<file path="config.mk">
export PLATFORM = sky130hd
export DESIGN_NAME = pdec_ctrl
export DESIGN_NICKNAME = d
export VERILOG_FILES = /design/src/rtl/pdec_defs_pkg.sv /design/src/rtl/pdec_plut_rf.sv /design/src/rtl/pdec_ctrl.sv
export SDC_FILE = /design/constraint.sdc
export NUM_CORES = 1
export LEC_CHECK = 0
export ABC_AREA = 1
export BUFFER_PORTS_ARGS = -buffer_cell sky130_fd_sc_hd__clkbuf_2
export CAP_MARGIN = 20
export CORE_AREA = 3 3 286 288
export DETAILED_ROUTE_END_ITERATION = 16
export DIE_AREA = 0 0 289 291
export SYNTH_ARGS = -nofsm -noshare
export SYNTH_HDL_FRONTEND = slang
export SYNTH_SLANG_ARGS = --single-unit
</file>
<file path="constraint.sdc">
create_clock -name aclk -period 21.5 [get_ports aclk]
set_input_delay 2.15 -clock aclk [delete_from_list [all_inputs] [get_ports aclk]]
set_output_delay 2.15 -clock aclk [all_outputs]
set_load 0.01 [all_outputs]
</file>
<file path="src/rtl/pdec_defs_pkg.sv">
// Shared types for the pdec sequencer: decoder configuration word, PLUT size and FSM states.
package pdec_defs;

  localparam int PLUT_ENTRIES = 32;
  localparam int PLUT_AW      = $clog2(PLUT_ENTRIES);

  typedef struct packed {
    logic [2:0] bpp;
    logic       lrform;
    logic       packed_en;
    logic       bgnd;
    logic [1:0] pluta;
  } pdec;

  typedef enum logic [2:0] {
    ST_IDLE,
    ST_LOAD,
    ST_WAIT,
    ST_EMIT,
    ST_DONE
  } pdec_ctrl_state_e;

endpackage

</file>
<file path="src/rtl/pdec_plut_rf.sv">
// 32x16 PLUT register file: one write port, every entry visible in parallel.
module pdec_plut_rf
  import pdec_defs::*;
(
  input  logic                           aclk,
  input  logic                           areset,
  input  logic                           wr_en,
  input  logic [PLUT_AW-1:0]             wr_addr,
  input  logic [15:0]                    wr_data,
  output logic [PLUT_ENTRIES-1:0][15:0]  rd_data
);

  always_ff @(posedge aclk or posedge areset) begin
    if (areset) begin
      rd_data <= '0;
    end else if (wr_en) begin
      rd_data[wr_addr] <= wr_data;
    end
  end

endmodule

</file>
<file path="src/rtl/pdec_ctrl.sv">
// Sequencer for the pdec pixel decoder: one pixel in flight at a time, results
// returned on a valid/ready stream, with a bounded wait for the decoder.
module pdec_ctrl
  import pdec_defs::*;
#(
  parameter int PDEC_LAT   = 2,
  parameter int TMO_CYCLES = 16
) (
  input  logic                          aclk,
  input  logic                          areset,
  input  logic                          cfg_valid,
  output logic                          cfg_ready,
  input  pdec                           cfg_pdec,
  input  logic [31:0]                   cfg_pre0,
  input  logic                          plut_wr_en,
  input  logic [PLUT_AW-1:0]            plut_wr_addr,
  input  logic [15:0]                   plut_wr_data,
  output logic                          plut_wr_ready,
  input  logic                          s_pix_valid,
  output logic                          s_pix_ready,
  input  logic [15:0]                   s_pix_data,
  input  logic                          s_pix_last,
  input  logic                          abort,
  output logic [15:0]                   pdec_pixel,
  output pdec                           pdec_cfg,
  output logic [31:0]                   pdec_pre0,
  output logic [PLUT_ENTRIES-1:0][15:0] pdec_plut,
  input  logic                          pdec_busy,
  input  logic                          pdec_data_ready,
  input  logic [15:0]                   pdec_amv,
  input  logic [15:0]                   pdec_pres,
  input  logic                          pdec_transparent,
  output logic                          m_valid,
  input  logic                          m_ready,
  output logic [15:0]                   m_amv,
  output logic [15:0]                   m_pres,
  output logic                          m_transparent,
  output logic                          m_last,
  output logic                          busy,
  output logic                          cel_done,
  output logic                          err_timeout
);

  localparam int TMO_LIMIT = PDEC_LAT + TMO_CYCLES - 1;
  localparam int CNT_W     = $clog2(TMO_LIMIT + 1);
  localparam logic [CNT_W-1:0] CNT_RDY = CNT_W'(PDEC_LAT - 1);
  localparam logic [CNT_W-1:0] CNT_TMO = CNT_W'(TMO_LIMIT);

  pdec_ctrl_state_e state, state_n;
  logic [CNT_W-1:0] wait_cnt;
  logic             last_p0;
  logic             cfg_hs, pix_hs, plut_we;
  logic             cap_rdy, cap_tmo, capture;
  logic             unused_pdec_busy;

  // The decoder's busy status carries no information beyond data_ready here.
  assign unused_pdec_busy = pdec_busy;

  assign cfg_hs  = (state == ST_IDLE) && cfg_valid;
  assign pix_hs  = s_pix_ready && s_pix_valid;
  assign plut_we = plut_wr_ready && plut_wr_en;
  assign cap_rdy = (state == ST_WAIT) && (wait_cnt >= CNT_RDY) && pdec_data_ready;
  assign cap_tmo = (state == ST_WAIT) && (wait_cnt == CNT_TMO) && !pdec_data_ready;
  assign capture = (cap_rdy || cap_tmo) && !abort;

  pdec_plut_rf u_plut (
    .aclk    (aclk),
    .areset  (areset),
    .wr_en   (plut_we),
    .wr_addr (plut_wr_addr),
    .wr_data (plut_wr_data),
    .rd_data (pdec_plut)
  );

  always_comb begin
    state_n = state;
    unique case (state)
      ST_IDLE: if (cfg_valid)           state_n = ST_LOAD;
      ST_LOAD: if (s_pix_valid)         state_n = ST_WAIT;
      ST_WAIT: if (cap_rdy || cap_tmo)  state_n = ST_EMIT;
      ST_EMIT: if (m_ready)             state_n = m_last ? ST_DONE : ST_LOAD;
      ST_DONE:                          state_n = ST_IDLE;
      default:                          state_n = ST_IDLE;
    endcase
    if (abort && (state != ST_IDLE)) state_n = ST_IDLE;
  end

  // Control: status outputs are registered decodes of the next state.
  always_ff @(posedge aclk or posedge areset) begin
    if (areset) begin
      state         <= ST_IDLE;
      cfg_ready     <= 1'b1;
      plut_wr_ready <= 1'b1;
      s_pix_ready   <= 1'b0;
      m_valid       <= 1'b0;
      cel_done      <= 1'b0;
      busy          <= 1'b0;
      err_timeout   <= 1'b0;
      wait_cnt      <= '0;
    end else begin
      state         <= state_n;
      cfg_ready     <= (state_n == ST_IDLE);
      plut_wr_ready <= (state_n == ST_IDLE);
      s_pix_ready   <= (state_n == ST_LOAD);
      m_valid       <= (state_n == ST_EMIT);
      cel_done      <= (state_n == ST_DONE);
      busy          <= (state_n != ST_IDLE);
      if (cfg_hs)                 err_timeout <= 1'b0;
      else if (cap_tmo && !abort) err_timeout <= 1'b1;
      if (pix_hs)                 wait_cnt <= '0;
      else if (state == ST_WAIT)  wait_cnt <= wait_cnt + 1'b1;
    end
  end

  // Data: latched configuration, pixel stage (_p0) and output register.
  always_ff @(posedge aclk or posedge areset) begin
    if (areset) begin
      pdec_cfg      <= '0;
      pdec_pre0     <= '0;
      pdec_pixel    <= '0;
      last_p0       <= 1'b0;
      m_amv         <= '0;
      m_pres        <= '0;
      m_transparent <= 1'b0;
      m_last        <= 1'b0;
    end else begin
      if (cfg_hs) begin
        pdec_cfg  <= cfg_pdec;
        pdec_pre0 <= cfg_pre0;
      end
      if (pix_hs) begin
        pdec_pixel <= s_pix_data;
        last_p0    <= s_pix_last;
      end
      if (capture) begin
        m_amv         <= pdec_amv;
        m_pres        <= pdec_pres;
        m_transparent <= pdec_transparent;
        m_last        <= last_p0;
      end
    end
  end

endmodule

</file>
* After elaboration in Yosys (flattened, before gate mapping) *
Index checks and enable logic that the tools add are counted.

operators by class
  add/sub/neg operators = 1
  multiply operators = 0
  div/mod/pow operators = 0
  $lt $le $gt $ge = 3
  eq/ne operators = 7
  shifts and indexed selects = 0
  muxes and demuxes = 14
  bitwise logic cells = 0
  reduce and logical (&&, ||, !) cells = 20

operators by type and width
  cell                 count
  $bwmux 512           1
  $demux 16 s5         1
  $mux 3               6
  $mux 16              1
  $pmux 3 s4           1
  $logic_and 1x1->1    11
  $ge 5x1->1 const B   2
  $mux 5               2
  $eq 3x2->1 const B   3
  $eq 3x1->1 const B   2
  $logic_not 3->1      2
  $lt 5x6->1 const B   1
  $reduce_bool 3->1    2
  $add 5x1->5 const B  1
  $eq 5x5->1 const B   1
  $reduce_bool 2->1    2
  $eq 3x3->1 const B   1
  $logic_not 1->1      2
  $mux 1               2
  $logic_or 1x1->1     1

word-level totals
  bits in registers = 617
  latch bits = 0
  memory bits (writable) = 0
  bits in read-only memories = 0
  output and inout port bits = 609
  logic and storage cells = 97
  memories = 0

* Depth between registers and ports, before layout *
  depth after elaboration = 8
  depth in mapped cells = 10
  depth with buffers taken out = 9

* Modules after synthesis *
From an unflattened synthesis, not the netlist that was laid out.

second synthesis, totals
  cells, all modules = 2748
  area total of the unflattened synthesis = 23951.7 sq um

modules (own cells, without submodules)
  module        instances  cells each  area each (sq um)  seq. area each (sq um)
  pdec_plut_rf  1          2268        19676.4            12812.3
  pdec_ctrl     1          480         4275.4             2628.8

* Worst setup path after synthesis *
OpenSTA, ideal clock, no wires.

  path type = input to register
  start point = input plut_wr_en
  end point = register u_plut.rd_data[100] in the netlist's numbering
  library setup time = 0.133 ns
  arrival = 3.046 ns
  slack = 18.321 ns
  stages on the path = 6
  path through = nand2_1 > nor2_2 > nand2_1 > clkbuf_1 > nand2_1 > o21ai_0

on the way
  longest elaborated chain between the ends = 1

ends and longest elaborated chain
  element                          RTL line            source
  from (decl)                      pdec_ctrl.sv:15     input logic plut_wr_en,
  $logic_and 1x1->1                pdec_ctrl.sv:61     assign plut_we = plut_wr_ready && plut_wr_en;
  to (signal, indexed assignment)  pdec_plut_rf.sv:17  rd_data[wr_addr] <= wr_data;
  to (decl)                        pdec_plut_rf.sv:10  output logic [PLUT_ENTRIES-1:0][15:0] rd_data

No other way between the ends.
A chain may end at the register's enable or synchronous reset.

==> flow_summary.toml <==
[detailed_routing]
dr.max_layer_used = "met4"
drt-initial-drc-count = 1146
viasPerCell = 4.55
firstDrtPassIters = 5
route.detailed.wl_per_inst_um = 20.3
drt-total-wl_um = 80900
wl_met2_um = 38100
route.layer.met1.wl_um = 32700
via_count = 18168
route.detailed.drc = 0
met3_length_um = 7180
final_antenna_net_count = 0

[grt]
grt_usage = 0.187
antenna_found_initial = 9
overflow = 0
first_global_vias = 17408
grt_pass1_wl_um = 118000
grt_start_max_net_pins = 99

[synth]
syn-num-nets = 2348
ys.warnings.count = 0
syn_avg_cell_area_um2 = 10.0
syn_area_um2 = 22300
ys_seq_elements = 617
yosysTopAreaCell = "dfrtp_1"
synth_cell_types = 21
synth_top_area_share = 0.691
seq_area_frac_synth = 0.692
synth.area.top_cells = "dfrtp_1 (69%), nand2_1 (14%), o21ai_0 (11%)"
syn_inst = 2226

[timing]
hold_viol_final = 0
finalCritPeriodShare = 0.223
tightest_slew_ns = 1.11
layout_min_cycle_time_ns = 4.79
rsz0062_at_grt = "false"
max_slew_margin = 0.258
final.setup.tns_ns = 0
max_clock_freq_mhz = 209
setup_viol = 0
maxSlewViolCount = 0
fin_skew_ns = 0.0191

[worst_setup_path]
crit_path_max_fanout = 98
critPathBufInv = 5
required_ns = 22.08
crit_path_max_incr_delay_ns = 0.89
crit_chain = "clkbuf_2 -> inv_8 -> buf_4 -> buf_4 -> buf_4"
path_class = "in -> async"
crit_arrival_ns = 5.37
cp_slowest_cell = "buf_4"
crit_path_start_kind = "input port"
cp_top_family = "buffers and inverters"
worstSetupEndpointType = "async pin"
crit_top_cell = "buf_4"

[outcome]
status = "finished clean"

[placement]
place_congestion = 0.806
port_buffers = 727
dp_hpwl_um = 53500
post-place-cells = 3854

[cells_and_area]
final_nets = 3003
layoutNonFillerInstCount = 3990
multi_input_comb_area_um2 = 6060
fillers = 8058
regArea_um2 = 15400
area_growth_pct = 31.2
drive_gt1_frac = 0.301

[clock_network]
cts-root-buf = "clkbuf_16"
cts-resized-gates = 0
numCtsBuffers = 69
cts_hold_buf = 0
postCtsSetupBuffers = 0
clockBufferDepth = 3
insertion_delay_ns = 0.61
htree_levels = 3
clk_pin_slew_ns = 0.06
cts_tree = "built"
cts.sinks = 617

[die]
dieArea_um2 = 84100
coreArea_um2 = 79100
start_util = 0.282
ios = 729
dieHeight_um = 291
die_w_um = 289
num_rows = 103

[pwr]
p_per_area_nw_per_um2 = 134
p_leak_nw = 15.4
peakVddDrop_mv = 0.0785
fin_total_pwr_mw = 3.94

[worst_hold_path]
hold_class = "reg -> reg"

[flow_run]
maxCapViolCount = 0
==> cells in the mapped netlist (all sizes together) <==
cell type,count
nor3,11
dfrtp,616
o21ai,518
a21oi,1
nor2,25
clkinv,1
dfstp,1
buf,39
nand4,1
o21a,1
nand2,805
nand3b,1
ha,2
clkbuf,127
inv,36
nand3,41
==> worst min-delay path: cells and delay by family (launching register included) <==
kind,cells,cell delay (ns)
simple gates,2,0.09
flops,1,0.34
==> state kept, by name (all words and copies together), names as in the netlist, 3 cells and up <==
| signal | flops |
|---|---|
| m_amv | 16 |
| m_pres | 16 |
| pdec_cfg | 8 |
| pdec_pixel | 16 |
| pdec_pre0 | 32 |
| state | 3 |
| u_plut.rd_data | 512 |
| wait_cnt | 5 |
==> layout by cell type (no fill, tap or decap), types with 3 or more instances in the layout <==
cell	n
nand2_1	803
clkbuf_16	70
inv_16	3
o21ai_1	13
clkinv_2	7
buf_16	6
inv_1	19
nor2_1	23
dfrtp_1	616
nor3_1	8
o21ai_0	505
bufinv_16	6
diode_2	9
clkbuf_2	727
nand3_1	40
inv_6	3
clkbuf_1	14
inv_2	16
buf_4	17
clkbuf_8	15
==> worst paths after layout <==
path,startpoint,to,slack [ns],cells after the start
min in group asynchronous,areset,u_plut.rd_data[224],1.65,2
hold reg to reg,m_pres[14],m_pres[14],0.47,2
max in group aclk,plut_wr_addr[4],u_plut.rd_data[398],17.36,5
setup reg to reg,plut_wr_ready,u_plut.rd_data[380],18.41,4
hold / removal,m_pres[14],m_pres[14],0.47,2
setup / recovery,areset,u_plut.rd_data[54],16.71,5
==> final cells by class <==
type	count	area share
Antenna cell	9	0.000770
Clock buffer	99	0.0687
Clock inverter	22	0.0114
Inverter	37	0.00500
Multi-Input combinational cell	1406	0.207
Sequential cell	617	0.528
Tap cell	1050	0.0449
Timing Repair Buffer	750	0.134
==> kinds of logic after synthesis <==
kind of cell / synth area share
and+or+nand+nor: 0.153
DFF: 0.692
AOI/OAI and AO/OA: 0.117
adders and majority gates: 0.00112
buffers and inverters: 0.0365
==> power breakdown <==
group          internal [mW]  switching, mW
Sequential              1.51          0.196
Clock                  0.729          0.495
Combinational          0.378          0.631
Total                   2.61           1.32
==> per-layer routing <==
metal	vias up	track usage
met5	-	0
li1	8496	-
met1	8802	0.237
met3	149	0.0515
met4	0	0.0771
met2	721	0.302
==> per-stage QoR <==
step                      instance area (um2)  hold slack [ns]  utilization  setup slack (ns)
final                                   29300            0.471        0.370             16.71
after global routing                    29300            0.492        0.370             16.22
after CTS                               29100            0.473        0.367             16.59
after detailed placement                26700            0.458        0.338             15.94
after global placement                  26700            0.456        0.338             15.96
after floorplan                         22300            0.501            -              2.07
(Power assumes the default switching activity.)
